===== src/rtl/sorted_hex_display_if.sv =====
// ---------------------------------------------------------------------------
// sorted_hex_display_if
//
// Purpose:
//   Bundles the signals between the bubble sorter (and whoever observes the
//   display) and the sorted_hex_display stage into one interface.
//
// Signals:
//   sort_num0..3   4-bit sorted values, smallest in sort_num0
//   start_display  level, high while the sorted values are valid
//   an             4-bit digit anodes, active-low
//   seg            7-bit segments {g,f,e,d,c,b,a}, active-low
//   frame_done     one-cycle pulse at each frame boundary
//
// Modports:
//   master  producer side: drives the values, observes the display outputs
//   slave   display stage: consumes the values, drives the display outputs
// ---------------------------------------------------------------------------
interface sorted_hex_display_if;
    logic [3:0] sort_num0;
    logic [3:0] sort_num1;
    logic [3:0] sort_num2;
    logic [3:0] sort_num3;
    logic       start_display;
    logic [3:0] an;
    logic [6:0] seg;
    logic       frame_done;

    modport master (
        output sort_num0,
        output sort_num1,
        output sort_num2,
        output sort_num3,
        output start_display,
        input  an,
        input  seg,
        input  frame_done
    );

    modport slave (
        input  sort_num0,
        input  sort_num1,
        input  sort_num2,
        input  sort_num3,
        input  start_display,
        output an,
        output seg,
        output frame_done
    );
endinterface


===== src/rtl/sorted_hex_display.sv =====
// ---------------------------------------------------------------------------
// sorted_hex_display
//
// Purpose:
//   Downstream stage of the bubble sorter. Captures the four sorted 4-bit
//   results into shadow registers and scans them onto a 4-digit,
//   common-anode, multiplexed 7-segment display as hex glyphs. Shadows are
//   only refreshed at frame boundaries, so a re-sort never tears a frame.
//
// Parameters:
//   CLK_DIV    clk cycles per digit scan slot (>= 2, and >= BLANK_CYC+1 when
//              blanking is compiled in)
//   BLANK_CYC  anode-off cycles at the start of each slot (blanking only)
//
// Ports:
//   clk   system clock, rising edge
//   rst   synchronous, active-high reset
//   bus   sorted_hex_display_if.slave
//           sort_num0..3, start_display in; an, seg, frame_done out
//
// Build option:
//   SCAN_BLANK_EN  when defined, the anodes are forced off during the first
//                  BLANK_CYC cycles of every displayed slot (anti-ghosting).
//                  When undefined, anodes switch directly between digits.
// ---------------------------------------------------------------------------
module sorted_hex_display #(
    parameter int CLK_DIV   = 50000,
    parameter int BLANK_CYC = 4
) (
    input  logic              clk,
    input  logic              rst,
    sorted_hex_display_if.slave bus
);

    localparam int DIV_W = $clog2(CLK_DIV);
    localparam logic [DIV_W-1:0] DIV_LAST  = DIV_W'(CLK_DIV - 1);
    localparam logic [DIV_W:0]   BLANK_LIM = (DIV_W + 1)'(BLANK_CYC);

`ifdef SCAN_BLANK_EN
    localparam bit BLANK_ON = 1'b1;
`else
    localparam bit BLANK_ON = 1'b0;
`endif

    // Active-low hex glyphs for a common-anode display, bit order {g..a}.
    function automatic logic [6:0] hex_to_seg(input logic [3:0] value);
        logic [6:0] pattern;
        case (value)
            4'h0:    pattern = 7'h40;
            4'h1:    pattern = 7'h79;
            4'h2:    pattern = 7'h24;
            4'h3:    pattern = 7'h30;
            4'h4:    pattern = 7'h19;
            4'h5:    pattern = 7'h12;
            4'h6:    pattern = 7'h02;
            4'h7:    pattern = 7'h78;
            4'h8:    pattern = 7'h00;
            4'h9:    pattern = 7'h10;
            4'hA:    pattern = 7'h08;
            4'hB:    pattern = 7'h03;
            4'hC:    pattern = 7'h46;
            4'hD:    pattern = 7'h21;
            4'hE:    pattern = 7'h06;
            default: pattern = 7'h0E;
        endcase
        return pattern;
    endfunction

    logic [DIV_W-1:0] div_cnt_q, div_cnt_d;
    logic [1:0]       digit_q, digit_d;
    logic             valid_q, valid_d;
    logic [3:0]       shadow_q [4];
    logic [3:0]       shadow_d [4];
    logic [3:0]       an_q, an_d;
    logic [6:0]       seg_q, seg_d;
    logic             frame_done_q, frame_done_d;

    logic tick;
    logic frame_boundary;
    logic load;
    logic blank_win;

    // Scan timing: the prescaler produces one tick per slot, the digit index
    // steps on that tick, and the last tick of digit 3 closes the frame.
    always_comb begin
        tick           = (div_cnt_q == DIV_LAST);
        frame_boundary = tick && (digit_q == 2'd3);

        div_cnt_d = tick ? '0 : div_cnt_q + 1'b1;
        digit_d   = tick ? digit_q + 2'd1 : digit_q;

        frame_done_d = frame_boundary;
    end

    // Capture: the very first valid set of values is taken immediately so
    // the display lights up without waiting a frame; after that, new values
    // are only accepted at a frame boundary so a frame is never mixed.
    // Dropping start_display simply freezes the shadows.
    always_comb begin
        load    = bus.start_display && (!valid_q || frame_boundary);
        valid_d = valid_q || bus.start_display;
        for (int k = 0; k < 4; k++) begin
            shadow_d[k] = shadow_q[k];
        end
        if (load) begin
            shadow_d[0] = bus.sort_num0;
            shadow_d[1] = bus.sort_num1;
            shadow_d[2] = bus.sort_num2;
            shadow_d[3] = bus.sort_num3;
        end
    end

    // Output drive, registered one cycle behind the digit index. The blank
    // window is judged on the pre-register count, so it lines up with the
    // first BLANK_CYC cycles in which the new digit is actually on the pins.
    // seg keeps the new pattern during blanking so it settles before the
    // anode turns on.
    always_comb begin
        blank_win = BLANK_ON && ({1'b0, div_cnt_q} < BLANK_LIM);
        an_d      = 4'hF;
        seg_d     = 7'h7F;
        if (valid_q) begin
            an_d  = ~(4'b0001 << digit_q);
            seg_d = hex_to_seg(shadow_q[digit_q]);
            if (blank_win) begin
                an_d = 4'hF;
            end
        end
    end

    // State registers with synchronous reset taking priority over everything.
    always_ff @(posedge clk) begin
        if (rst) begin
            div_cnt_q    <= '0;
            digit_q      <= 2'd0;
            valid_q      <= 1'b0;
            an_q         <= 4'hF;
            seg_q        <= 7'h7F;
            frame_done_q <= 1'b0;
            for (int k = 0; k < 4; k++) begin
                shadow_q[k] <= 4'h0;
            end
        end else begin
            div_cnt_q    <= div_cnt_d;
            digit_q      <= digit_d;
            valid_q      <= valid_d;
            an_q         <= an_d;
            seg_q        <= seg_d;
            frame_done_q <= frame_done_d;
            for (int k = 0; k < 4; k++) begin
                shadow_q[k] <= shadow_d[k];
            end
        end
    end

    assign bus.an         = an_q;
    assign bus.seg        = seg_q;
    assign bus.frame_done = frame_done_q;

endmodule


===== src/flat_wrapper.sv =====
// flat-port wrapper written by rule: the top's interface ports become plain ports
module sorted_hex_display_flat 
#(
    parameter int CLK_DIV   = 50000,
    parameter int BLANK_CYC = 4
)
  (clk, rst, bus_sort_num0, bus_sort_num1, bus_sort_num2, bus_sort_num3, bus_start_display, bus_an, bus_seg, bus_frame_done);
  sorted_hex_display_if bus_i ();
  input  logic clk;
  input  logic rst;
  input wire logic [$bits(bus_i.sort_num0)-1:0] bus_sort_num0;
  input wire logic [$bits(bus_i.sort_num1)-1:0] bus_sort_num1;
  input wire logic [$bits(bus_i.sort_num2)-1:0] bus_sort_num2;
  input wire logic [$bits(bus_i.sort_num3)-1:0] bus_sort_num3;
  input wire logic [$bits(bus_i.start_display)-1:0] bus_start_display;
  output wire logic [$bits(bus_i.an)-1:0] bus_an;
  output wire logic [$bits(bus_i.seg)-1:0] bus_seg;
  output wire logic [$bits(bus_i.frame_done)-1:0] bus_frame_done;
  assign bus_i.sort_num0 = bus_sort_num0;
  assign bus_i.sort_num1 = bus_sort_num1;
  assign bus_i.sort_num2 = bus_sort_num2;
  assign bus_i.sort_num3 = bus_sort_num3;
  assign bus_i.start_display = bus_start_display;
  assign bus_an = bus_i.an;
  assign bus_seg = bus_i.seg;
  assign bus_frame_done = bus_i.frame_done;
  sorted_hex_display #(.CLK_DIV(CLK_DIV), .BLANK_CYC(BLANK_CYC)) u_core (.clk(clk), .rst(rst), .bus(bus_i));
endmodule

===== config.mk =====
export PLATFORM = sky130hd
export DESIGN_NAME = sorted_hex_display_flat
export DESIGN_NICKNAME = d
export VERILOG_FILES = /design/src/rtl/sorted_hex_display_if.sv /design/src/rtl/sorted_hex_display.sv /design/src/flat_wrapper.sv
export SDC_FILE = /design/constraint.sdc
export NUM_CORES = 1
export LEC_CHECK = 0
export ABC_AREA = 0
export BUFFER_PORTS_ARGS = -buffer_cell sky130_fd_sc_hd__buf_2
export CORE_MARGIN = 5
export CORE_UTILIZATION = 51
export DETAILED_ROUTE_END_ITERATION = 6
export PLACE_DENSITY_LB_ADDON = 0.25
export SYNTH_ARGS = -nofsm -noshare
export SYNTH_HDL_FRONTEND = slang
export SYNTH_SLANG_ARGS = --single-unit

===== constraint.sdc =====
create_clock -name clk -period 2.5 [get_ports clk]
set_input_delay 0.5 -clock clk [delete_from_list [all_inputs] [get_ports clk]]
set_output_delay 0.5 -clock clk [all_outputs]
set_load 0.005 [all_outputs]

======== After elaboration in Yosys (flattened, before gate mapping) ========
Memory sizes are Yosys's and may differ from the RTL's. A register that Yosys moved wholly into a read port is not among the register bits.
Index checks and enable logic that the tools add are counted.
word-level totals
  bits in registers ....................... 24
  latch bits .............................. 0
  bits in writable memories ............... 16
  memory bits (read-only) ................. 112
  bits of input ports ..................... 19
  output and inout bits ................... 12
  memories kept ........................... 2
cells by class
  add/subtract/negate cells ............... 2
  multipliers ............................. 0
  divide/modulo/power cells ............... 0
  order comparisons ....................... 0
  equal/unequal tests ..................... 3
  shifts and indexed selects .............. 1
  multiplexer cells ....................... 10
  bitwise gates (word level) .............. 6
  reductions and logical operators ........ 8
memories
  memory            depth  bits a word  read ports  clocked after Yosys merged registers in  wr ports  line                      text
  (name not given)  16     7            1           1                                        0         sorted_hex_display.sv:48  case (value)
  u_core.shadow_q   4      4            1           1                                        4         sorted_hex_display.sv:72  logic [3:0] shadow_q [4];
operators by type and width
  operator                                          count
  adder 16 x 1 -> 16 bit (second input constant)    1
  == test 16 bit (second input constant)            1
  two-way mux 16 bit                                1
  two-way mux 4 bit                                 4
  two-way mux 2 bit                                 2
  NOT 4 bit                                         1
  OR 1 bit                                          4
  OR reduction 2 bit                                2
  << shifter 1 x 2 -> 4 bit (first input constant)  1
  two-way mux 1 bit                                 3
  adder 2 x 1 -> 2 bit (second input constant)      1
  == test 2 bit (second input constant)             1
  logical AND 1 bit                                 2
  logical OR 1 bit                                  2
  AND reduction 2 bit                               1
  zero test 1 bit                                   1
  != test 1 bit (second input constant)             1
  NOT 1 bit                                         1

======== Longest topological paths before layout ========
  word-level depth ........................ 7
  gate-level depth with buffers ........... 8

======== Least setup slack after synthesis ========
Ideal clock, no wire load.
  path kind ............................... reg-to-reg
  start ................................... register u_core.div_cnt_q[0]
  end ..................................... memory u_core.shadow_q[0][0] (enable)
  library setup time ...................... 392 ps
  data arrival time ....................... 2235 ps
  required time ........................... 2108 ps
  setup slack ............................. -128 ps
  cell stages (with the launch flop) ...... 9
  buffers on the path ..................... 3
  clock period less this slack ............ 2628 ps
  cell sequence ........................... dfxtp_1 -> ha_1 -> and3_1 -> buf_2 -> nand4_2 -> o21a_1 -> buf_6 -> buf_12 -> o21bai_1
RTL lines
  element                 line                       text
  from (decl)             sorted_hex_display.sv:69   logic [DIV_W-1:0] div_cnt_q, div_cnt_d;
  from (signal assigned)  sorted_hex_display.sv:144  div_cnt_q <= div_cnt_d;
  to (decl)               sorted_hex_display.sv:72

==> results.toml <==
[power]
power_frac_clock = 0.305
switching_share = 0.229
p_sw_uw = 327
power_frac_seq = 0.605
comb_power_share = 0.090
power.density_nw_per_um2 = 565
ir_worst_vdd_v = 0.000334
p_leak_nw = 0.975
power.internal_mw = 1.10
power_mw = 1.43

[floorplanning]
die_h_um = 76.8
start_util = 0.523
io_pins = 31
rows = 24
dieArea_sq_um = 5900
core_area_sq_um = 4350
die-width_um = 76.8

[placed_design]
detailedPlace.worstSlack_ps = 488
gp_congestion = 0.759
dp_hpwl_um = 2670
io_buffer_count = 30
dp_cells = 270
placed_area_sq_um = 2450

[setup_path]
path_cells = "mux4_1 -> inv_1 -> ha_1 -> mux2i_1 -> nor3b_1 -> a31oi_1"
critPathArrivalTime_ps = 2230
worst_setup_path_start_kind = "flop"
end_kind = "flop"
slowest_delay_ps = 690
required_ps = 2740
path_max_fanout = 5
worstSetupPathType = "reg2reg"
cpMaxStageDelayCell = "mux4_1"

[yosys]
synth.area.top_cells = "dfxtp_1 (29%), edfxtp_1 (21%), ha_1 (6.0%)"
ys.flop_type = "dfxtp_1"
syn_inst = 196
synth-simple-area-share = 0.222
synth_top_area_cell = "dfxtp_1"
synth_common_cells = "dfxtp_1 (33), nor2_1 (20), edfxtp_1 (16), ha_1 (11)"
ys_types = 41
yosys_warnings = 0
netlist.area_leader.share = 0.290
synthArstFlopShare = 0
synth_xor_area_frac = 0.0500
synth-adder-area-share = 0.0604
synth.cell_area_sq_um = 2280
synth_top_family_by_area = "simple AND/OR/NAND/NOR gates"
synth-seq-area-share = 0.501
synth_enable_flop_cells = 16
ys_seq_elements = 49
synth.avg_cell_area_sq_um = 11.6
synth_compound_area_frac = 0.0478
syn_nets = 226
synthMuxAreaShare = 0.0681
synth_most_common_cell = "dfxtp_1"

[status]
outcome = "finished clean"

[grt]
grt_max_degree = 17
overflow = 0
track_usage = 0.134
grt_use_met1 = 0.158
grtUsageMet2 = 0.216
grt_antenna_before_repair = 0
busiest_layer = "met2"
grt_util_met3 = 0.0527
grt_pass1_wl_um = 6380
grt_pass1_vias = 1475

[clock_tree]
cts_buffer_depth = 2
path_clk_slew_ps = 90
cts_tree = "yes"
cts_resized = 0
h-tree-depth = 2
numCtsBuffers = 5
cts_setup_buffers = 0
holdBufCountCts = 0
clock_latency_ps = 300
cts_sinks = 49
cts_root_buf = "clkbuf_8"

[sta]
slew_viol_final = 0
postLayoutSetupSlackWorst_ps = 510
setup_viol = 0
tns_ps = 0
hold_ws_ps = 451
period_minus_slack_ps = 1990
worst_slew_margin_rel = 0.608
hold_violations = 0
fmax_mhz = 502
tightest_slew_ps = 588
finalCritPeriodShare = 0.796
fin_worst_skew_ps = 7.27
rsz0062_at_grt = "no"

[detailed_routing]
wl_per_cell_um = 13.4
via_count = 1472
drtIter0Drc = 47
totalWireLength_um = 3710
final_antenna_net_count = 0
drc_errors = 0
dr.pass1.iters = 4
via_per_inst = 5.29

[hold_path]
hold_class = "in2reg"

[layout]
area_growth_pct = 11.0
diodes = 0
fillerInstances = 369
finalNonFillerCells = 278
drive_gt1_frac = 0.257
finish.utilization = 0.581
fin_area_sq_um = 2530
nets = 255

[run]
cap_violations = 0
## cell families after synthesis
kind of cell / after synthesis
AO/OA/AOI/OAI: 16
buffers and inverters: 22
flip-flops: 49
AND/OR/NAND/NOR: 75
adder cells (fa/ha/maj): 11
multiplexers: 10
XOR/XNOR: 13
## layer usage
layer,vias to the layer above,routed length (um)
met3,8,197
met5,-,0
li1,744,-
met1,695,1710
met4,0,62
met2,25,1740
## critical path, delay by kind of cell, from the launching register on
family | cells | cell delay (ps)
compound gates | 1 | 130
mux | 2 | 830
buf+inv | 1 | 160
simple gates | 1 | 70
fa+ha+maj | 1 | 260
flops | 1 | 470
## state kept, by name, summed over array words and instances (netlist names), named ones only
name	count
u_core.bus.an	4
u_core.bus.frame_done	1
u_core.bus.seg	7
u_core.digit_q	2
u_core.div_cnt_q	16
u_core.shadow_q	16
u_core.valid_q	1
## worst paths after layout
path	cells past startpoint	slack, ps	end	start
max	6	510	u_core.bus.seg[3]	flop
min reg2reg	1	470	u_core.div_cnt_q[0]	u_core.div_cnt_q[0]
min	3	450	u_core.valid_q	bus_start_display
max reg2reg	6	510	u_core.bus.seg[3]	flop
## power groups by stage
stage | combinational [mW] | clock (mW) | sequential, mW
5_1_grt | 0.144 | 0.490 | 0.868
3_5_place_dp | 0.130 | 0 | 0.884
4_1_cts | 0.131 | 0.455 | 0.865
6_report | 0.129 | 0.435 | 0.865
3_3_place_gp | 0.129 | 0 | 0.882
2_1_floorplan | 0.0968 | 0 | 0.882
## cells in the final DEF (no fill, tap or decap), types with 4 or more instances in the layout
master	instances
mux2i_1	5
nand3_1	6
buf_4	4
edfxtp_1	16
clkbuf_8	5
nor2_1	20
dfxtp_1	33
inv_1	10
ha_1	11
nand2_1	10
nor3b_2	9
buf_2	30
nand4_1	5
nor3b_1	8
xor2_1	10
## area by class of cell
class                   instances  area (sq um)  area share
clock inverters                 3          12.5     0.00495
well taps                      52          65.1      0.0257
flip-flops and latches         49          1140       0.451
repair buffers                 34           180      0.0712
multi-input cells             125          1020       0.405
clock buffers                   5          68.8      0.0272
inverters                      10          37.5      0.0148
Power figures use the tool's default switching activity.
